File: src/rtl/palette_ram_ctrl.sv
// Writable NES palette RAM: copies its power-up contents from a palette ROM, then serves render reads and register writes.
// Optional greyscale masking of read data is enabled by defining PALETTE_GREYSCALE_EN.
module palette_ram_ctrl #(
  parameter int DW     = 8,
  parameter int AW     = 5,
  parameter int MIRROR = 1
) (
  input  logic          clk_i,
  input  logic          rst_i,
  output logic [AW-1:0] rom_addr_o,
  input  logic [DW-1:0] rom_dout_i,
  output logic          init_done_o,
  input  logic          wr_valid_i,
  output logic          wr_ready_o,
  input  logic [AW-1:0] wr_addr_i,
  input  logic [DW-1:0] wr_data_i,
  input  logic          rd_en_i,
  input  logic [AW-1:0] rd_addr_i,
`ifdef PALETTE_GREYSCALE_EN
  input  logic          grey_i,
`endif
  output logic [DW-1:0] rd_data_o,
  output logic          rd_valid_o
);

  localparam int DEPTH = 1 << AW;
  localparam int CW    = AW + 1;
`ifdef PALETTE_GREYSCALE_EN
  localparam logic [DW-1:0] GREY_MASK = {{(DW-4){1'b1}}, 4'b0000};
`endif

  typedef enum logic {
    S_LOAD = 1'b0,
    S_RUN  = 1'b1
  } state_e;

  // Background-colour slots 0x10/0x14/0x18/0x1C share storage with 0x00/0x04/0x08/0x0C.
  function automatic logic is_alias(input logic [AW-1:0] a);
    logic r;
    r = 1'b0;
    if (MIRROR == 1 && AW == 5) begin
      if (a[AW-1] && (a[1:0] == 2'b00)) r = 1'b1;
      else r = 1'b0;
    end else begin
      r = 1'b0;
    end
    return r;
  endfunction

  function automatic logic [AW-1:0] phys(input logic [AW-1:0] a);
    logic [AW-1:0] p;
    p = a;
    if (is_alias(a)) p[AW-1] = 1'b0;
    else p = a;
    return p;
  endfunction

  state_e        state_q;
  logic [CW-1:0] cnt_q;
  logic [AW-1:0] rom_addr_q;
  logic          init_done_q;
  logic          wr_ready_q;
  logic          rd_valid_q;
  logic [DW-1:0] rd_data_q;
  logic [DW-1:0] mem_q [DEPTH];

  logic [AW-1:0] load_idx_d;
  logic [AW-1:0] rd_phys_d;
  logic [AW-1:0] wr_phys_d;
  logic          load_we_d;
  logic          wr_acc_d;
  logic          mem_we_d;
  logic [AW-1:0] mem_waddr_d;
  logic [DW-1:0] mem_wdata_d;
  logic [DW-1:0] rd_word_d;

  // Write-port arbitration and read-data selection.
  always_comb begin
    // ROM data arriving now belongs to the address issued one cycle earlier.
    load_idx_d = cnt_q[AW-1:0] - {{(AW-1){1'b0}}, 1'b1};
    rd_phys_d  = phys(rd_addr_i);
    wr_phys_d  = phys(wr_addr_i);
    load_we_d  = (state_q == S_LOAD) && (cnt_q != {CW{1'b0}}) && !is_alias(load_idx_d);
    wr_acc_d   = (state_q == S_RUN) && wr_valid_i;
    if (load_we_d) begin
      mem_we_d    = 1'b1;
      mem_waddr_d = load_idx_d;
      mem_wdata_d = rom_dout_i;
    end else if (wr_acc_d) begin
      mem_we_d    = 1'b1;
      mem_waddr_d = wr_phys_d;
      mem_wdata_d = wr_data_i;
    end else begin
      mem_we_d    = 1'b0;
      mem_waddr_d = {AW{1'b0}};
      mem_wdata_d = {DW{1'b0}};
    end
    if (wr_acc_d && (wr_phys_d == rd_phys_d)) rd_word_d = wr_data_i;
    else rd_word_d = mem_q[rd_phys_d];
`ifdef PALETTE_GREYSCALE_EN
    if (grey_i) rd_word_d = rd_word_d & GREY_MASK;
    else rd_word_d = rd_word_d;
`endif
  end

  // Palette storage; deliberately not cleared by reset.
  always_ff @(posedge clk_i) begin
    if (mem_we_d) mem_q[mem_waddr_d] <= mem_wdata_d;
  end

  // Control FSM: ROM copy, then read/write service.
  always_ff @(posedge clk_i) begin
    if (rst_i) begin
      state_q     <= S_LOAD;
      cnt_q       <= {CW{1'b0}};
      rom_addr_q  <= {AW{1'b0}};
      init_done_q <= 1'b0;
      wr_ready_q  <= 1'b0;
      rd_valid_q  <= 1'b0;
      rd_data_q   <= {DW{1'b0}};
    end else begin
      case (state_q)
        S_LOAD: begin
          rd_valid_q <= 1'b0;
          if (cnt_q == CW'(DEPTH)) begin
            state_q     <= S_RUN;
            init_done_q <= 1'b1;
            wr_ready_q  <= 1'b1;
          end else begin
            cnt_q <= cnt_q + CW'(1);
            if (cnt_q < CW'(DEPTH - 1)) rom_addr_q <= cnt_q[AW-1:0] + AW'(1);
            else rom_addr_q <= rom_addr_q;
          end
        end
        S_RUN: begin
          rd_valid_q <= rd_en_i;
          if (rd_en_i) rd_data_q <= rd_word_d;
          else rd_data_q <= rd_data_q;
        end
        default: begin
          state_q     <= S_LOAD;
          cnt_q       <= {CW{1'b0}};
          rom_addr_q  <= {AW{1'b0}};
          init_done_q <= 1'b0;
          wr_ready_q  <= 1'b0;
          rd_valid_q  <= 1'b0;
        end
      endcase
    end
  end

  assign rom_addr_o  = rom_addr_q;
  assign init_done_o = init_done_q;
  assign wr_ready_o  = wr_ready_q;
  assign rd_valid_o  = rd_valid_q;
  assign rd_data_o   = rd_data_q;

endmodule

File: config.mk
export PLATFORM = sky130hd
export DESIGN_NAME = palette_ram_ctrl
export DESIGN_NICKNAME = d
export VERILOG_FILES = /design/src/rtl/palette_ram_ctrl.sv
export SDC_FILE = /design/constraint.sdc
export NUM_CORES = 1
export LEC_CHECK = 0
export ABC_AREA = 1
export CORE_UTILIZATION = 65
export DETAILED_ROUTE_END_ITERATION = 7
export PLACE_DENSITY = 0.84
export RECOVER_POWER = 100
export REMOVE_ABC_BUFFERS = 1
export SYNTH_ARGS = -nofsm -noshare
export SYNTH_HDL_FRONTEND = slang
export SYNTH_SLANG_ARGS = --single-unit
File: constraint.sdc
create_clock -name clk_i -period 4.95 [get_ports clk_i]
set_input_delay 0.99 -clock clk_i [delete_from_list [all_inputs] [get_ports clk_i]]
set_output_delay 0.99 -clock clk_i [all_outputs]
set_load 0.03 [all_outputs]
### Yosys cells after proc, flatten, opt, wreduce, memory -nomap -nowiden

Memory sizes are Yosys's and may differ from the RTL's. A register that Yosys moved wholly into a read port is not among the register bits.
Cells that the tools add are included.

| operators by class | value |
|---|---|
| add/subtract/negate cells | 3 |
| magnitude comparators | 1 |
| equality and inequality tests | 1 |
| multiplexer cells | 16 |
| bitwise gates (word level) | 2 |
| reductions and logical operators | 15 |

Operators with widths:

| operator | count |
|---|---|
| 8-bit two-way mux | 2 |
| 1-bit two-way mux | 11 |
| 5-bit two-way mux | 2 |
| 6-bit by 1-bit adder with 6-bit output (second input constant) | 1 |
| 6-bit == test (second input constant) | 1 |
| 1-bit logical AND | 6 |
| 2-bit zero test | 3 |
| 6-bit by 5-bit less-than comparator with 1-bit output (second input constant) | 1 |
| 2-bit AND reduction | 3 |
| 6-bit nonzero test | 1 |
| 5-bit by 1-bit adder with 5-bit output (second input constant) | 1 |
| 5-bit by 1-bit subtractor with 5-bit output (second input constant) | 1 |
| 3-bit AND reduction | 1 |
| 1-bit inverter | 2 |
| 1-bit case mux with 2 select lines | 1 |
| 1-bit zero test | 1 |

| storage, ports and cells | value |
|---|---|
| flip-flop bits (word level) | 14 |
| bits in writable memories | 256 |
| input port bits | 30 |
| output and inout bits | 16 |
| logic and storage cells | 44 |
| memories | 1 |

Memories:

| name | depth | width | rd ports | clocked after memory_dff | write ports | line | source |
|---|---|---|---|---|---|---|---|
| mem_q | 32 | 8 | 1 | 1 | 1 | 65 | `logic [DW-1:0] mem_q [DEPTH];` |

### Depth between registers and ports, before layout

Gate-level depths: netlist of the first run.

| logic depth | value |
|---|---|
| depth in word-level cells | 9 |
| mapped depth | 15 |
| gate-level depth less buffers | 14 |

### Worst setup path after synthesis of the first run

Ideal clock, no wire load.

| path | value |
|---|---|
| path type | input -> register |
| start | input wr_valid_i |
| end | memory mem_q[0][0] (enable) |
| library setup time | 385 ps |
| arrival time | 2,487 ps |
| data required time | 4,565 ps |
| setup slack | 2,077 ps |
| stages | 11 |
| path buffers | 0 |
| path through | nand2_2 clkinv_4 nand2_1 nand2_1 nand2_1 o21ai_2 nand2_1 inv_1 nor2_1 nand2_1 nor3b_1 |

| on the way | value |
|---|---|
| word-level cells in the longest chain between the ends | 5 |
| elaborated cells between the ends (all ways) | 7 |
| classes of those cells | 6 x mux; 1 x reduce/logical |

RTL lines:

| what | line | source |
|---|---|---|
| from (decl) | 13 | `input logic wr_valid_i,` |
| 1-bit logical AND * | 84 | `wr_acc_d = (state_q == S_RUN) && wr_valid_i;` |
| 1-bit two-way mux | 89 | `end else if (wr_acc_d) begin` |
| 1-bit two-way mux | 85 | `if (load_we_d) begin` |
| 1-bit two-way mux | 108 | `if (mem_we_d) mem_q[mem_waddr_d] <= mem_wdata_d;` |
| 1-bit two-way mux (implied by the code) | 108 |  |
| to (decl) | 65 |  |

Mark *: on every way between the ends. The rest lies on a longest branch, timed or not.

### Final worst setup path of the first run

| path | value |
|---|---|
| start | input rd_addr_i[0] |
| end | register rd_data_q[4] (netlist: rd_data_o[4]) (read register of mem_q) |

| on the way | value |
|---|---|
| word-level cells in the longest chain between the ends | 4 |

RTL lines:

| what | line | source |
|---|---|---|
| from (decl) | 18 | `input logic [AW-1:0] rd_addr_i,` |
| 2-bit zero test | 42 | `if (a[AW-1] && (a[1:0] == 2'b00)) r = 1'b1;` |
| 1-bit logical AND | 42 |  |
| 1-bit two-way mux | 42 |  |
| 1-bit two-way mux | 53 | `if (is_alias(a)) p[AW-1] = 1'b0;` |
| to (decl) | 64 | `logic [DW-1:0] rd_data_q;` |

Several ways; a longest one is shown, not always the timed one.
A chain may end at the register's enable or synchronous reset.

==> results.json, run 1 <==
{
  "status": "complete, but fails checks",
  "violations": "max-capacitance violations, max-slew violations",
  "dieArea_sq_um": 18900,
  "timing.final.crit_share_pct": 78.6,
  "clockRootBuffer": "clkbuf_16",
  "p_sw_uw": 1290,
  "crit_path_frequent_cell": "nand2_1",
  "wl_per_cell_microns": 21.3,
  "track_usage_pct": 30.8,
  "gp_congestion": 0.878,
  "ys_seq_area_share_pct": 68.1,
  "wl_mm": 28.3,
  "place_area_sq_um": 12400,
  "slew_violations": 86,
  "synthArstFlopShare_pct": 0,
  "grt_pass1_wl_mm": 42.8,
  "port_buffers": 45,
  "cts_made_buffers": 27,
  "hold_violations": 0,
  "hold_buffers": 0,
  "final_core_util_pct": 73.8,
  "antenna_found_initial": 2,
  "clkPwrFrac_pct": 38.8,
  "synth_edf_count": 256,
  "layout-drive-gt1-share_pct": 6.71,
  "skew_ns": 0.0139,
  "placed_cells": 1285,
  "cp_max_fo": 85,
  "fill_cells": 1176,
  "area_delta_synth_final_pct": 11.1,
  "vias_per_cell": 6.34,
  "grt_max_degree": 120,
  "post-route-cell-area_sq_um": 13300,
  "dp_hpwl_mm": 16.6,
  "r2r_end": "mem_q[30][6]",
  "slowest_stage": "clkbuf_2",
  "ios": 46,
  "crit_end": "rd_data_o[4]",
  "worst_slew_pin_slew_ns": 1.70,
  "yosys.area.top_type": "edfxtp_1",
  "clkTransAtPathRegs_ns": 0.06,
  "max_cap_violations": 1,
  "drtAntennaViolNets": 0,
  "fp.dieW_microns": 137,
  "post_cts_buffers": 0,
  "fmax_ghz": 0.257,
  "antenna_cells": 0,
  "stdcell_count": 1332,
  "setup_tns_ns": 0,
  "syn_area_sq_um": 11900,
  "ys_types": 40,
  "fp.coreArea_sq_um": 18000,
  "p_sw_share_pct": 24.0,
  "crit_chain": "buf_4 -> clkbuf_2 -> o21ai_2 -> inv_2 -> nand2_1 -> nand2_1 -> nor2_2 -> nand3_1 -> nand2_1 -> nand3_1 -> a21oi_1",
  "crit_path_start": "rd_addr_i[0]",
  "fp.dieH_microns": 137,
  "path_class": "primary input to flop",
  "netlist_instances": 1062,
  "clock_sinks": 278,
  "remaining_drc_errors": 0,
  "p_leak_uw": 0.00468,
  "worstHoldPathType": "flop to flop",
  "initial_core_util_pct": 66.4,
  "drt_iter0_drc": 1207,
  "cellInternalPower_uw": 4100,
  "cp.required_ns": 5.40,
  "setup_viol": 0,
  "rr_startpoint": "cnt_q[0]",
  "rsz0062_at_grt": "no",
  "htree_levels": 1,
  "cts_tree": "built",
  "max-vdd-ir-drop_v": 0.000352,
  "min_period_ns": 3.89,
  "grt_pass1_vias": 7964,
  "ys_ff_latch": 278,
  "seqPwrFrac_pct": 50.7,
  "slowest_delay_ns": 0.97,
  "syn_avg_cell_area_sq_um": 11.2,
  "clk_latency_ns": 0.53,
  "cts_resized": 0,
  "vias": 8445,
  "clockBufferDepth": 3,
  "final_nets": 1119,
  "endpoint_kind": "flop",
  "netlist.area_leader.share_pct": 64.4,
  "grt-ovfl-total": 0,
  "yosys_warnings": 0,
  "drt-pass1-iter-count": 6,
  "synth_area_leaders": "edfxtp_1 64%, nor2_1 7.8%, o21ai_0 4.9%",
  "ff2ff_setup_slack_ns": 1.34,
  "reg2regPathDepth": 11,
  "relSlewSlack_pct": -13.6,
  "start_kind": "primary input",
  "power_density_nw_per_um2": 407,
  "arrival_ns": 4.34,
  "pwr-share-comb_pct": 10.5,
  "std_cell_rows": 49,
  "synthFlopType": "edfxtp_1"
}
## cell type report
| type | count | area (sq um) | share of cell area, % |
|---|---|---|---|
| sequential | 278 | 8130 | 61.3 |
| multi-input combinational | 673 | 3240 | 24.4 |
| clock buffer | 31 | 691 | 5.21 |
| timing repair buffer | 52 | 502 | 3.78 |
| tap | 229 | 287 | 2.16 |
| inverter | 53 | 208 | 1.57 |
| clock inverter | 16 | 206 | 1.56 |
## registers in the layout (all words and copies together) (netlist names)
| signal | count |
|---|---|
| mem_q | 256 |
| rd_data_o | 8 |
| cnt_q | 6 |
| rom_addr_o | 5 |
| rd_valid_o | 1 |
| state_q | 1 |
| wr_ready_o | 1 |
## layout by cell type, fill, tap and decap left out, drive strengths merged, types with 2 or more instances in the layout
cell type	Yosys	layout
nand2	108	108
ha	4	4
xor2	2	2
clkdlybuf4s50	0	26
inv	49	48
a211oi	5	5
o211ai	64	64
clkbuf	27	33
dlygate4sd3	0	17
bufinv	0	5
nor3b	2	2
edfxtp	256	256
nor2	254	254
buf	31	7
nand4	9	9
o21ai	130	130
nand3	67	67
dfxtp	22	22
clkinv	4	15
a21oi	22	22
## kinds of logic after synthesis
family,synth area share (%)
compound gates,10.9
xor+xnor,0.220
fa+ha+maj,0.419
buf+inv,4.41
flops,68.1
simple gates,15.9
## routing by layer
| layer | up-vias | wire length, microns | GRT usage, % |
|---|---|---|---|
| li1 | 3798 | - | - |
| met1 | 4032 | 10500 | 40.3 |
| met2 | 521 | 14100 | 51.6 |
| met3 | 94 | 2540 | 3.86 |
| met4 | 0 | 1220 | 14.1 |
| met5 | - | 0 | 0 |
## synthesized netlist by cell type (all sizes together), types with 9 or more instances
master / n
nand2: 108
a21oi: 22
nor2: 254
nand3: 67
inv: 49
o21ai: 130
dfxtp: 22
nand4: 9
buf: 31
clkbuf: 27
o211ai: 64
edfxtp: 256
## critical path: cells and delay by family
family | cells | cell delay [ns]
buffers and inverters | 3 | 1.43
AO/OA/AOI/OAI | 2 | 1.05
AND/OR/NAND/NOR | 6 | 0.83
## worst min path at each step
stage / startpoint / cells past startpoint / slack, ns / to
floorplan: cnt_q[0] / 2 / 0.51 / cnt_q[0]
global placement: rom_addr_o[3] / 2 / 0.45 / rom_addr_o[3]
detailed placement: rom_addr_o[2] / 2 / 0.45 / rom_addr_o[2]
CTS: rom_addr_o[2] / 2 / 0.46 / rom_addr_o[2]
global route: rd_data_o[1] / 2 / 0.49 / rd_data_o[1]
finish: rom_addr_o[2] / 2 / 0.46 / rom_addr_o[2]
## stage by stage
stage               hold WS [ns]  power [uW]  setup slack (ns)
floorplan                  0.506        3110              2.08
global placement           0.454        3320              1.45
detailed placement         0.455        3340              1.39
CTS                        0.464        5400              1.81
global route               0.490        5550             0.839
finish                     0.458        5400              1.06
## power by group through the flow
| stage | registers, uW | clock network, uW | logic (uW) |
|---|---|---|---|
| after global routing | 2740 | 2190 | 613 |
| after floorplan | 2780 | 0 | 328 |
| after global placement | 2780 | 0 | 540 |
| final | 2740 | 2090 | 564 |
| after detailed placement | 2790 | 0 | 557 |
| after CTS | 2740 | 2100 | 564 |
No activity file was read; power rests on OpenSTA's default activity.
==> inputs of run 2 (changes only) <==
CORE_UTILIZATION = 55   (was 65)
PLACE_DENSITY = 0.76   (was 0.84)
clock period = 3.2 ns   (was 4.95 ns; I/O delays follow)
==> run 2 against run 1 <==
Effect of this change: the flow now finishes without violations; global-route usage decreased by 4.2 points; sequential share of layout area down 2.0 points; combinational power grew 74%; worst setup slack worse by 0.61 ns; clock skew is 0.0070 ns higher; first-iteration DRC count is 32% lower; critical path type is now flop to flop; routed wire length is 1.4% higher; utilization is 9.1 points lower; critical path depth stayed put; highest routed layer unchanged; register-to-register slack worse by 0.89 ns.
==> results.json, run 2 (same netlist as run 1, synthesis figures left out) <==
{
  "drtAntennaViolNets": 0,
  "htree_levels": 1,
  "clkTransAtPathRegs_ns": 0.06,
  "dieArea_sq_um": 22300,
  "dp_hpwl_mm": 17.9,
  "power_density_nw_per_um2": 601,
  "slowest_stage": "dfxtp_1",
  "vias": 8371,
  "endpoint_kind": "flop",
  "cts_tree": "built",
  "grt-ovfl-total": 0,
  "p_leak_uw": 0.00495,
  "mostFrequentLayoutCell": "edfxtp_1",
  "max-vdd-ir-drop_v": 0.000446,
  "wl_mm": 28.7,
  "final_cell_mix": "256 x edfxtp_1, 248 x nor2_1, 118 x o21ai_0",
  "cts_resized": 0,
  "port_buffers": 45,
  "final_nets": 1172,
  "layout-drive-gt1-share_pct": 11.0,
  "cts_made_buffers": 27,
  "area_delta_synth_final_pct": 14.8,
  "fp.dieW_microns": 149,
  "ios": 46,
  "power.total_uw": 8230,
  "path_class": "flop to flop",
  "drt-pass1-iter-count": 5,
  "grt_pass1_wl_mm": 44.0,
  "whs_ns": 0.464,
  "relSlewSlack_pct": 37.5,
  "fmax_ghz": 0.364,
  "arrival_ns": 2.96,
  "clockBufferDepth": 3,
  "skew_ns": 0.0209,
  "rsz0062_at_grt": "no",
  "slew_violations": 0,
  "setup_viol": 0,
  "path_delay_family": "simple AND/OR/NAND/NOR gates",
  "clk_latency_ns": 0.54,
  "place_area_sq_um": 12900,
  "post-route-cell-area_sq_um": 13700,
  "status": "complete, no violations",
  "worstPathBufferInverterCount": 3,
  "final_core_util_pct": 64.8,
  "clockRootBuffer": "clkbuf_16",
  "std_cell_rows": 53,
  "hold_violations": 0,
  "largest_register_ffs": 256,
  "crit_path_frequent_cell": "nand2_1",
  "fp.coreArea_sq_um": 21200,
  "cp_max_fo": 12,
  "fp.dieH_microns": 149,
  "crit_chain": "inv_1 -> ha_1 -> nand3_1 -> nand3_4 -> nand2_1 -> nand2_1 -> nand2_1 -> inv_1 -> nand3_1 -> nor2_1 -> clkbuf_2",
  "largest-register": "mem_q",
  "worst_slew_pin_slew_ns": 0.938,
  "worstHoldPathType": "flop to flop",
  "vias_per_cell": 5.84,
  "track_usage_pct": 26.6,
  "hold_buffers": 0,
  "min_period_ns": 2.75,
  "remaining_drc_errors": 0,
  "drt_iter0_drc": 816,
  "wl_per_cell_microns": 20.0,
  "timing.final.crit_share_pct": 85.9,
  "gp_congestion": 0.877,
  "clock_sinks": 278,
  "initial_core_util_pct": 56.4,
  "grt_pass1_vias": 8097,
  "antenna_found_initial": 0,
  "antenna_cells": 0,
  "start_kind": "flop",
  "max_cap_violations": 0,
  "cp.required_ns": 3.42,
  "grt_max_degree": 131,
  "post_cts_buffers": 0,
  "setup_tns_ns": 0,
  "slowest_delay_ns": 0.31
}
==> run 2: cell types whose count changed in the layout (fill, tap and decap cells not counted), sizes merged <==
cell and change:
buf +47, clkbuf +9, bufinv -3, clkinv +3
clkinvlp -1, inv +1
==> run 2: worst min-delay path, cell delays in order, from the launching register on <==
cell,delay (ns)
dfxtp_1,0.31
nand2_1,0.06
a21oi_1,0.05
==> run 2: layer usage <==
layer,routed length [microns],global-route usage [%],up-vias
met3,2210,3.85,91
met5,0,0,-
met1,11000,34.3,4003
met2,14300,44.6,371
met4,1190,11.8,0
li1,-,-,3906
==> run 2: worst paths after layout <==
path                 from           end  slack, ns  cells past startpoint
min          rd_data_o[1]  rd_data_o[1]       0.46                      2
min reg2reg  rd_data_o[1]  rd_data_o[1]       0.46                      2
max reg2reg      cnt_q[0]  mem_q[30][6]       0.45                     11
max              cnt_q[0]  mem_q[30][6]       0.45                     11
==> run 2: final cells by class <==
class / instances / area, sq um
clock buffer: 34 / 722
inverter: 53 / 208
tap: 275 / 344
clock inverter: 16 / 125
timing repair buffer: 105 / 911
sequential: 278 / 8130
multi-input combinational: 673 / 3260
fill: 1600 / 7460
==> run 2: stage by stage <==
stage | std cells | worst slack [ns]
global placement | 1384 | 0.357
global route | 1434 | 0.230
floorplan | 1004 | 0.677
CTS | 1434 | 0.631
detailed placement | 1384 | 0.328
finish | 1434 | 0.452
==> run 2: power breakdown <==
group	switching, uW	internal [uW]
Sequential	33.3	4190
Combinational	716	265
Clock	1280	1750
